<file path="src/rtl/mips_pkg.sv">
// mips_pkg -- shared definitions for the MIPS-style front end.
//   if_state_e        : instruction-fetch FSM encoding (IDLE, REQ, HOLD)
//   RESET_PC_DEFAULT  : default fetch address after reset
//   INSTR_W           : instruction word width
//   OPCODE_*/JIDX_*   : field positions of the opcode and jump index
//   jump_target()     : builds a J-type target from PC+4 and the index field
package mips_pkg;

  localparam int unsigned INSTR_W    = 32;
  localparam int unsigned OPCODE_MSB = 31;
  localparam int unsigned OPCODE_LSB = 26;
  localparam int unsigned JIDX_MSB   = 25;
  localparam int unsigned JIDX_LSB   = 0;

  localparam logic [31:0] RESET_PC_DEFAULT = 32'h0000_0000;

  typedef enum logic [1:0] {
    IDLE = 2'd0,
    REQ  = 2'd1,
    HOLD = 2'd2
  } if_state_e;

  // The jump stays inside the 256 MB region of the delay-slot PC.
  function automatic logic [31:0] jump_target(input logic [3:0]  pc4_hi,
                                              input logic [25:0] jidx);
    return {pc4_hi, jidx, 2'b00};
  endfunction

endpackage

</file>
<file path="src/rtl/pc_next_sel.sv">
// pc_next_sel -- combinational next-fetch-address mux.
//   branch_taken_i/branch_target_i : resolved branch from EX (highest priority)
//   jmp_i, ifid_pc4_hi_i, jidx_i   : jump decoded in IF/ID and its target fields
//   seq_addr_i                     : address of the word currently being fetched
//   redirect_o                     : a branch or jump wants the front end
//   next_addr_o                    : redirect target, else seq_addr_i + 4
module pc_next_sel
  import mips_pkg::*;
(
  input  logic        branch_taken_i,
  input  logic [31:0] branch_target_i,
  input  logic        jmp_i,
  input  logic [3:0]  ifid_pc4_hi_i,
  input  logic [25:0] jidx_i,
  input  logic [31:0] seq_addr_i,
  output logic        redirect_o,
  output logic [31:0] next_addr_o
);

  always_comb begin
    redirect_o = branch_taken_i | jmp_i;
    if (branch_taken_i) begin
      // Fetches are word aligned; low target bits are dropped here.
      next_addr_o = branch_target_i & ~32'd3;
    end else if (jmp_i) begin
      next_addr_o = jump_target(ifid_pc4_hi_i, jidx_i);
    end else begin
      // Wraps modulo 2^32 naturally.
      next_addr_o = seq_addr_i + 32'd4;
    end
  end

endmodule

</file>
<file path="src/rtl/ifetch_stage.sv">
// ifetch_stage -- instruction fetch stage with IF/ID register.
//   clk, rstN (async, active-low)
//   stall                     : hazard hold from decode
//   branchTaken/branchTarget  : resolved taken branch from EX
//   jmp                       : jump decoded from the word in IF/ID
//   imemReq/imemAddr          : instruction memory request (word aligned)
//   imemAck/imemData          : memory response, same cycle or later
//   instrOut/pcPlus4Out/validOut/opCode : IF/ID register outputs
//   fetchCount/stallCount     : performance counters, built only when the
//                               IFETCH_PERF_EN macro is defined, else tied 0
module ifetch_stage
  import mips_pkg::*;
#(
  parameter logic [31:0] RESET_PC = RESET_PC_DEFAULT
) (
  input  logic               clk,
  input  logic               rstN,
  input  logic               stall,
  input  logic               branchTaken,
  input  logic [31:0]        branchTarget,
  input  logic               jmp,
  output logic               imemReq,
  output logic [31:0]        imemAddr,
  input  logic               imemAck,
  input  logic [INSTR_W-1:0] imemData,
  output logic [INSTR_W-1:0] instrOut,
  output logic [31:0]        pcPlus4Out,
  output logic               validOut,
  output logic [5:0]         opCode,
  output logic [31:0]        fetchCount,
  output logic [31:0]        stallCount
);

  localparam logic [31:0] RESET_ADDR = {RESET_PC[31:2], 2'b00};

  if_state_e          state_q, state_d;
  logic [31:0]        pc_q, pc_d;
  logic [31:0]        req_addr_q, req_addr_d;
  logic [INSTR_W-1:0] instr_q, instr_d;
  logic [31:0]        pc4_q, pc4_d;
  logic               valid_q, valid_d;
  logic               drop_q, drop_d;
  logic [INSTR_W-1:0] buf_q, buf_d;

  logic               redirect;
  logic [31:0]        next_addr;

  pc_next_sel u_pc_next_sel (
    .branch_taken_i  (branchTaken),
    .branch_target_i (branchTarget),
    .jmp_i           (jmp),
    .ifid_pc4_hi_i   (pc4_q[31:28]),
    .jidx_i          (instr_q[JIDX_MSB:JIDX_LSB]),
    .seq_addr_i      (req_addr_q),
    .redirect_o      (redirect),
    .next_addr_o     (next_addr)
  );

  always_comb begin
    // NOTE: every output of this block gets a default first so no path can infer a latch.
    state_d    = state_q;
    pc_d       = pc_q;
    req_addr_d = req_addr_q;
    instr_d    = instr_q;
    pc4_d      = pc4_q;
    // Decode consumes IF/ID whenever it is not stalled; with nothing new it becomes a bubble.
    valid_d    = stall ? valid_q : 1'b0;
    drop_d     = drop_q;
    buf_d      = buf_q;
    imemReq    = 1'b0;

    unique case (state_q)
      IDLE: begin
        state_d = REQ;
        if (redirect) begin
          pc_d       = next_addr;
          req_addr_d = next_addr;
          valid_d    = 1'b0;
        end
      end

      REQ: begin
        imemReq = 1'b1;
        if (redirect) begin
          valid_d = 1'b0;
          pc_d    = next_addr;
          if (imemAck) begin
            // Word arriving with the redirect is wrong-path; refetch at once.
            req_addr_d = next_addr;
            drop_d     = 1'b0;
          end else begin
            // Keep the open request stable; its word is thrown away on ack.
            drop_d = 1'b1;
          end
        end else if (imemAck) begin
          if (drop_q) begin
            drop_d     = 1'b0;
            req_addr_d = pc_q;
          end else if (stall) begin
            buf_d   = imemData;
            state_d = HOLD;
          end else begin
            instr_d    = imemData;
            pc4_d      = next_addr;
            valid_d    = 1'b1;
            pc_d       = next_addr;
            req_addr_d = next_addr;
          end
        end
      end

      HOLD: begin
        if (redirect) begin
          valid_d    = 1'b0;
          pc_d       = next_addr;
          req_addr_d = next_addr;
          state_d    = REQ;
        end else if (!stall) begin
          instr_d    = buf_q;
          pc4_d      = next_addr;
          valid_d    = 1'b1;
          pc_d       = next_addr;
          req_addr_d = next_addr;
          state_d    = REQ;
        end
      end

      default: state_d = IDLE;
    endcase
  end

  always_ff @(posedge clk or negedge rstN) begin
    if (!rstN) begin
      state_q    <= IDLE;
      pc_q       <= RESET_ADDR;
      req_addr_q <= RESET_ADDR;
      instr_q    <= '0;
      pc4_q      <= '0;
      valid_q    <= 1'b0;
      drop_q     <= 1'b0;
    end else begin
      // NOTE: non-blocking assignments so every flop samples the pre-edge values.
      state_q    <= state_d;
      pc_q       <= pc_d;
      req_addr_q <= req_addr_d;
      instr_q    <= instr_d;
      pc4_q      <= pc4_d;
      valid_q    <= valid_d;
      drop_q     <= drop_d;
    end
  end

  // NOTE: the hold buffer is pure datapath: it is only read in HOLD, which is
  // entered by writing it, so it needs no reset.
  always_ff @(posedge clk) begin
    buf_q <= buf_d;
  end

  assign imemAddr   = req_addr_q;
  assign instrOut   = instr_q;
  assign pcPlus4Out = pc4_q;
  assign validOut   = valid_q;
  assign opCode     = instr_q[OPCODE_MSB:OPCODE_LSB];

`ifdef IFETCH_PERF_EN
  logic        ifid_load;
  logic [31:0] fetch_cnt_q;
  logic [31:0] stall_cnt_q;

  // A live word enters IF/ID from the memory or from the hold buffer.
  assign ifid_load = !redirect && !stall &&
                     (((state_q == REQ) && imemAck && !drop_q) || (state_q == HOLD));

  always_ff @(posedge clk or negedge rstN) begin
    if (!rstN) begin
      fetch_cnt_q <= '0;
      stall_cnt_q <= '0;
    end else begin
      if (ifid_load) fetch_cnt_q <= fetch_cnt_q + 32'd1;
      if (stall)     stall_cnt_q <= stall_cnt_q + 32'd1;
    end
  end

  assign fetchCount = fetch_cnt_q;
  assign stallCount = stall_cnt_q;
`else
  assign fetchCount = '0;
  assign stallCount = '0;
`endif

endmodule

</file>
<file path="config.mk">
export PLATFORM = sky130hd
export DESIGN_NAME = ifetch_stage
export DESIGN_NICKNAME = d
export VERILOG_FILES = /design/src/rtl/mips_pkg.sv /design/src/rtl/pc_next_sel.sv /design/src/rtl/ifetch_stage.sv
export SDC_FILE = /design/constraint.sdc
export NUM_CORES = 1
export LEC_CHECK = 0
export BUFFER_PORTS_ARGS = -buffer_cell sky130_fd_sc_hd__buf_2
export CAP_MARGIN = 20
export CORE_MARGIN = 8
export CORE_UTILIZATION = 49
export CTS_CLUSTER_DIAMETER = 150
export DETAILED_ROUTE_END_ITERATION = 6
export GPL_ROUTABILITY_DRIVEN = 0
export PLACE_DENSITY = 0.89
export SYNTH_ARGS = -nofsm -noshare
export SYNTH_HDL_FRONTEND = slang
export SYNTH_SLANG_ARGS = --single-unit
</file>
<file path="constraint.sdc">
create_clock -name clk -period 2.9 [get_ports clk]
set_input_delay 0.58 -clock clk [delete_from_list [all_inputs] [get_ports clk]]
set_output_delay 0.58 -clock clk [all_outputs]
set_load 0.02 [all_outputs]
</file>
After elaboration in Yosys (flattened, before gate mapping)
Cells that the tools add are included.
{"block": "word_totals", "out_inout_bits": 168, "register_bits": 164, "input_bits": 70, "elab_cells": 84}
{"block": "op_classes", "eq_ne": 13, "n_bitwise": 3, "mux": 48, "n_addsub": 1, "n_reduce_logical": 11}
{"operator": "$mux W32", "n": 25}
{"operator": "$pmux W32 S3", "n": 2}
{"operator": "$pmux W32 S2", "n": 2}
{"operator": "$add A32 B3 Y32 const B", "n": 1}
{"operator": "$ne A2 B2 Y1 const B", "n": 8}
{"operator": "$reduce_and A5 Y1", "n": 3}
{"operator": "$mux W2", "n": 6}
{"operator": "$mux W1", "n": 11}
{"operator": "$ne A3 B3 Y1 const B", "n": 3}
{"operator": "$reduce_and A7 Y1", "n": 1}
{"operator": "$pmux W2 S3", "n": 1}
{"operator": "$reduce_and A4 Y1", "n": 1}
{"operator": "$reduce_bool A2 Y1", "n": 2}
{"operator": "$pmux W1 S3", "n": 1}
{"operator": "$reduce_and A3 Y1", "n": 1}
{"operator": "$reduce_bool A3 Y1", "n": 1}
{"operator": "$eq A2 B1 Y1 const B", "n": 1}
{"operator": "$eq A2 B2 Y1 const B", "n": 1}
{"operator": "$logic_not A2 Y1", "n": 1}
{"operator": "$not A1 Y1", "n": 2}
{"operator": "$reduce_and A2 Y1", "n": 1}
{"operator": "$or A1 B1 Y1", "n": 1}

Depth between registers and ports, before layout
{"block": "logic_depth", "ltp_word": 8, "depth_mapped": 10, "depth_no_buf": 7}

Modules after synthesis
Synthesis repeated with hierarchy kept, for this count alone.
{"block": "hier_totals", "hier_cells": 898, "hier_area_um2": 9346.5}
{"module": "ifetch_stage", "seq_area_each_um2": 4264.1, "n_inst": 1, "area_each_um2": 8117.8, "cells_each": 713}
{"module": "pc_next_sel", "seq_area_each_um2": 0.0, "n_inst": 1, "area_each_um2": 1228.7, "cells_each": 185}

Worst setup path before layout
No wires, ideal clock.
{"block": "synth_path", "path_type": "input-to-reg", "from": "input port jmp", "to": "register buf_q[0], enable pin", "n_path_buf": 2, "t_required_ps": 2479, "t_arrival_ps": 2913, "setup_time_ps": 421, "path_slack_ps": -434, "stages": 5, "cell_sequence": "buf_2 -> nor2_1 -> clkbuf_1 -> nand3_1 -> nor2_1"}
{"block": "synth_via", "elab_chain_len": 3}
{"element": "from (decl)", "line": "ifetch_stage.sv:21", "text": "input logic jmp,"}
{"element": "$or A1 B1 Y1", "line": "pc_next_sel.sv:21", "text": "redirect_o = branch_taken_i | jmp_i;"}
{"element": "$not A1 Y1 (no source line)"}
{"element": "$reduce_and A5 Y1 (no source line)"}
{"element": "to (signal assigned)", "line": "ifetch_stage.sv:156", "text": "buf_q <= buf_d;"}
{"element": "to (decl)", "line": "ifetch_stage.sv:43", "text": "logic [INSTR_W-1:0] buf_q, buf_d;"}
Every way passes these cells.
A chain may end at the register's enable or synchronous reset.

Worst setup path in the final report
{"block": "layout_path", "from": "register state_q[1]", "to": "output port imemReq"}
{"block": "layout_via", "elab_chain_len": 2}
{"element": "from (decl)", "line": "ifetch_stage.sv:36", "text": "if_state_e state_q, state_d;"}
{"element": "from (signal assigned)", "line": "ifetch_stage.sv:143", "text": "state_q <= state_d;"}
{"element": "$eq A2 B1 Y1", "line": "ifetch_stage.sv:72", "text": "unique case (state_q)"}
{"element": "$mux W1", "line": "ifetch_stage.sv:72"}
{"element": "to (decl)", "line": "ifetch_stage.sv:22", "text": "output logic imemReq,"}
Every way passes these cells.

==> impl_metrics.py <==
metrics = {
    "worst_setup_path": {
        "start_kind": "flop",
        "worstSetupPathType": "reg -> out",
        "cp.arrival_ns": 2.22,
        "r2r_end": "instrOut[11]",
        "critical_path.endpoint_type": "output pin",
        "r2r_slack_ns": 0.22,
        "required_ns": 2.32,
        "r2r_cells": 6,
        "path_max_fanout": 24,
        "startpoint": "state_q[1]",
        "critical_path.endpoint": "imemReq",
        "rr_startpoint": "state_q[1]",
    },
    "synth": {
        "syn_inst": 1045,
        "syn_area_um2": 9350,
        "ys_async_sr_fraction_pct": 80.5,
        "yosysWarnings": 0,
        "synth_edf_count": 32,
        "ys_types": 78,
        "ys_ff_latch": 164,
        "seq_area_frac_synth_pct": 45.6,
        "synthFlopType": "dfrtp_1",
        "synth_area_per_cell_um2": 8.94,
    },
    "placement": {
        "port_buffers": 171,
        "place_ws_ns": 0.294,
        "placed_cell_area_um2": 10300,
        "place_hpwl_um": 21500,
    },
    "outcome": {
        "outcome": "finished clean",
    },
    "sta": {
        "fin_ws_ns": 0.105,
        "fmax_mhz": 358,
        "slew_violations": 0,
        "finalSetupViolCount": 0,
        "setup_tns_ns": 0,
        "worst_slew_pin_slew_ns": 0.925,
        "min_period_over_period_pct": 96.4,
        "finalCriticalPeriod_ns": 2.80,
        "skew_ns": 0.0110,
        "finalHoldViolations": 0,
        "maxSlewHeadroom_pct": 38.3,
        "rsz0062_at_grt": "no",
    },
    "global_routing": {
        "grt_max_degree": 65,
        "grt_overflow": 0,
        "antenna_found_initial": 0,
        "grt_use_total_pct": 24.3,
        "grt_pass1_vias": 8408,
        "grt_first_pass_wirelength_um": 46000,
    },
    "cells_and_area": {
        "area_delta_synth_final_pct": 16.6,
        "diodes": 0,
        "finalInstanceArea_um2": 10900,
        "drive_above_1_share_pct": 22.7,
        "layout_common_cells": "buf_2 (170), dfrtp_1 (132), nand2_1 (128), nor2_1 (102), o21ai_0 (90)",
        "fillers": 1571,
        "final_common_cell": "buf_2",
        "num-nets-final": 1276,
    },
    "floorplan": {
        "dieArea_um2": 23700,
        "start_util_pct": 50.0,
        "io_pins": 238,
        "die_x_um": 154,
        "die_h_um": 154,
        "core_um2": 18700,
        "std_cell_rows": 50,
    },
    "power": {
        "power_leakage_uw": 0.00486,
        "vdd_drop_max_mv": 0.676,
        "pwr_density_cell_nw_per_um2": 1050,
    },
    "drt": {
        "avgRoutedWirePerCell_um": 20.3,
        "detail-route-antenna-nets": 0,
        "drtIter0Drc": 1103,
        "totalWireLength_um": 29400,
        "drc": 0,
        "first_pass_iters": 5,
        "via_per_inst": 6.03,
        "vias": 8738,
    },
    "clocking": {
        "cts-hold-fix-buffers": 0,
        "cts.sinks": 164,
        "h-tree-depth": 4,
        "clk_path_buf_depth": 2,
        "cts_resized": 0,
        "cts_setup_buffers": 0,
        "cts_made_buffers": 17,
        "cts.clk_slew.worst_paths_ns": 0.07,
        "cts_tree": "done",
        "clk_latency_ns": 0.44,
        "root_buffer": "clkbuf_16",
    },
    "hold_path": {
        "min-delay-path-class": "in -> async",
    },
    "run": {
        "maxCapViolations": 0,
    },
}
## cells by family after synthesis
| kind of cell | after synthesis | synth area share (%) |
|---|---|---|
| simple gates | 334 | 17.0 |
| compound gates | 318 | 20.5 |
| flops | 164 | 45.6 |
| buf+inv | 160 | 9.48 |
| mux | 54 | 5.82 |
| xor+xnor | 9 | 0.843 |
| fa+ha+maj | 5 | 0.669 |
| other cells | 1 | 0.0401 |
## metal layers
| layer | GRT usage, % | wire (µm) | vias up |
|---|---|---|---|
| li1 | - | - | 3928 |
| met1 | 31.4 | 11700 | 4061 |
| met2 | 37.4 | 12900 | 643 |
| met3 | 6.73 | 3520 | 106 |
| met4 | 10.6 | 1260 | 0 |
| met5 | 0 | 0 | - |
## cells in the mapped netlist, types with 4 or more instances
| cell type | count | area [µm²] |
|---|---|---|
| or4_1 | 5 | 37.5 |
| nand2_1 | 128 | 480 |
| or3_1 | 5 | 31.3 |
| a22o_1 | 5 | 43.8 |
| o211ai_1 | 7 | 52.6 |
| nand2b_1 | 12 | 75.1 |
| o21ai_0 | 90 | 450 |
| a21oi_1 | 81 | 405 |
| a31oi_1 | 22 | 138 |
| nor3_1 | 17 | 85.1 |
| xor2_1 | 4 | 35.0 |
| nor2_1 | 104 | 390 |
| clkbuf_1 | 51 | 191 |
| and3_1 | 7 | 43.8 |
| nor2b_1 | 5 | 31.3 |
| nand4_1 | 7 | 43.8 |
| o22ai_1 | 23 | 144 |
| xnor2_1 | 5 | 43.8 |
| mux2i_1 | 51 | 510 |
| o21ai_1 | 22 | 110 |
| a22oi_1 | 10 | 75.1 |
| inv_1 | 15 | 56.3 |
| buf_2 | 17 | 85.1 |
| a21o_1 | 7 | 52.6 |
| buf_1 | 5 | 18.8 |
| ha_1 | 5 | 62.6 |
| a221oi_1 | 7 | 61.3 |
| buf_4 | 70 | 526 |
| nand3_1 | 10 | 50.1 |
| o21a_1 | 6 | 45.0 |
| nor4_1 | 5 | 31.3 |
| edfxtp_1 | 32 | 961 |
| and2_1 | 6 | 37.5 |
| dfrtp_1 | 132 | 3300 |
## cell type report
class	instances	area, µm²	area share [%]
clock buffer	21	460	4.22
clock inverter	11	92.6	0.849
inverter	16	60.1	0.551
multi-input combinational	784	4470	41.0
sequential	164	4260	39.1
tap	234	293	2.69
timing repair buffer	218	1260	11.6
## state kept, by name, summed over array words and instances (netlist names)
| name | flops |
|---|---|
| instrOut | 32 |
| imemAddr | 32 |
| pc_q | 32 |
| state_q | 2 |
| drop_q | 1 |
| pcPlus4Out | 32 |
| buf_q | 32 |
| validOut | 1 |
## critical path, cell delays in order (launching register included)
cell     delay (ns)
dfrtp_1        0.43
inv_1          0.10
ha_1           0.77
buf_4          0.30
buf_2          0.18
## worst min-delay path by stage
stage                     cells after the start  slack (ns)             to          start
after floorplan                               0        0.28         drop_q           rstN
after global placement                        2        0.46  pcPlus4Out[6]  pcPlus4Out[6]
after detailed placement                      2        0.47  pcPlus4Out[2]  pcPlus4Out[2]
after CTS                                     1        0.16   instrOut[31]           rstN
after global routing                          1        0.19   instrOut[30]           rstN
final                                         1        0.15   instrOut[31]           rstN
## metrics by stage
stage | utilization, % | instances | hold slack [ns] | power (µW)
2_1_floorplan | - | 1108 | 0.284 | 7390
3_3_place_gp | 55.3 | 1415 | 0.458 | 9090
3_5_place_dp | 55.3 | 1416 | 0.468 | 9260
4_1_cts | 58.3 | 1448 | 0.163 | 11400
5_1_grt | 58.3 | 1448 | 0.187 | 12100
6_report | 58.3 | 1448 | 0.153 | 11500
## power by group
| part | leakage [µW] | switching, µW | internal [µW] |
|---|---|---|---|
| Combinational | 0.00268 | 3430 | 1840 |
| Clock | 0.000264 | 983 | 1160 |
| Sequential | 0.00192 | 925 | 3170 |
| Total | 0.00486 | 5340 | 6160 |
(Power assumes the default switching activity.)
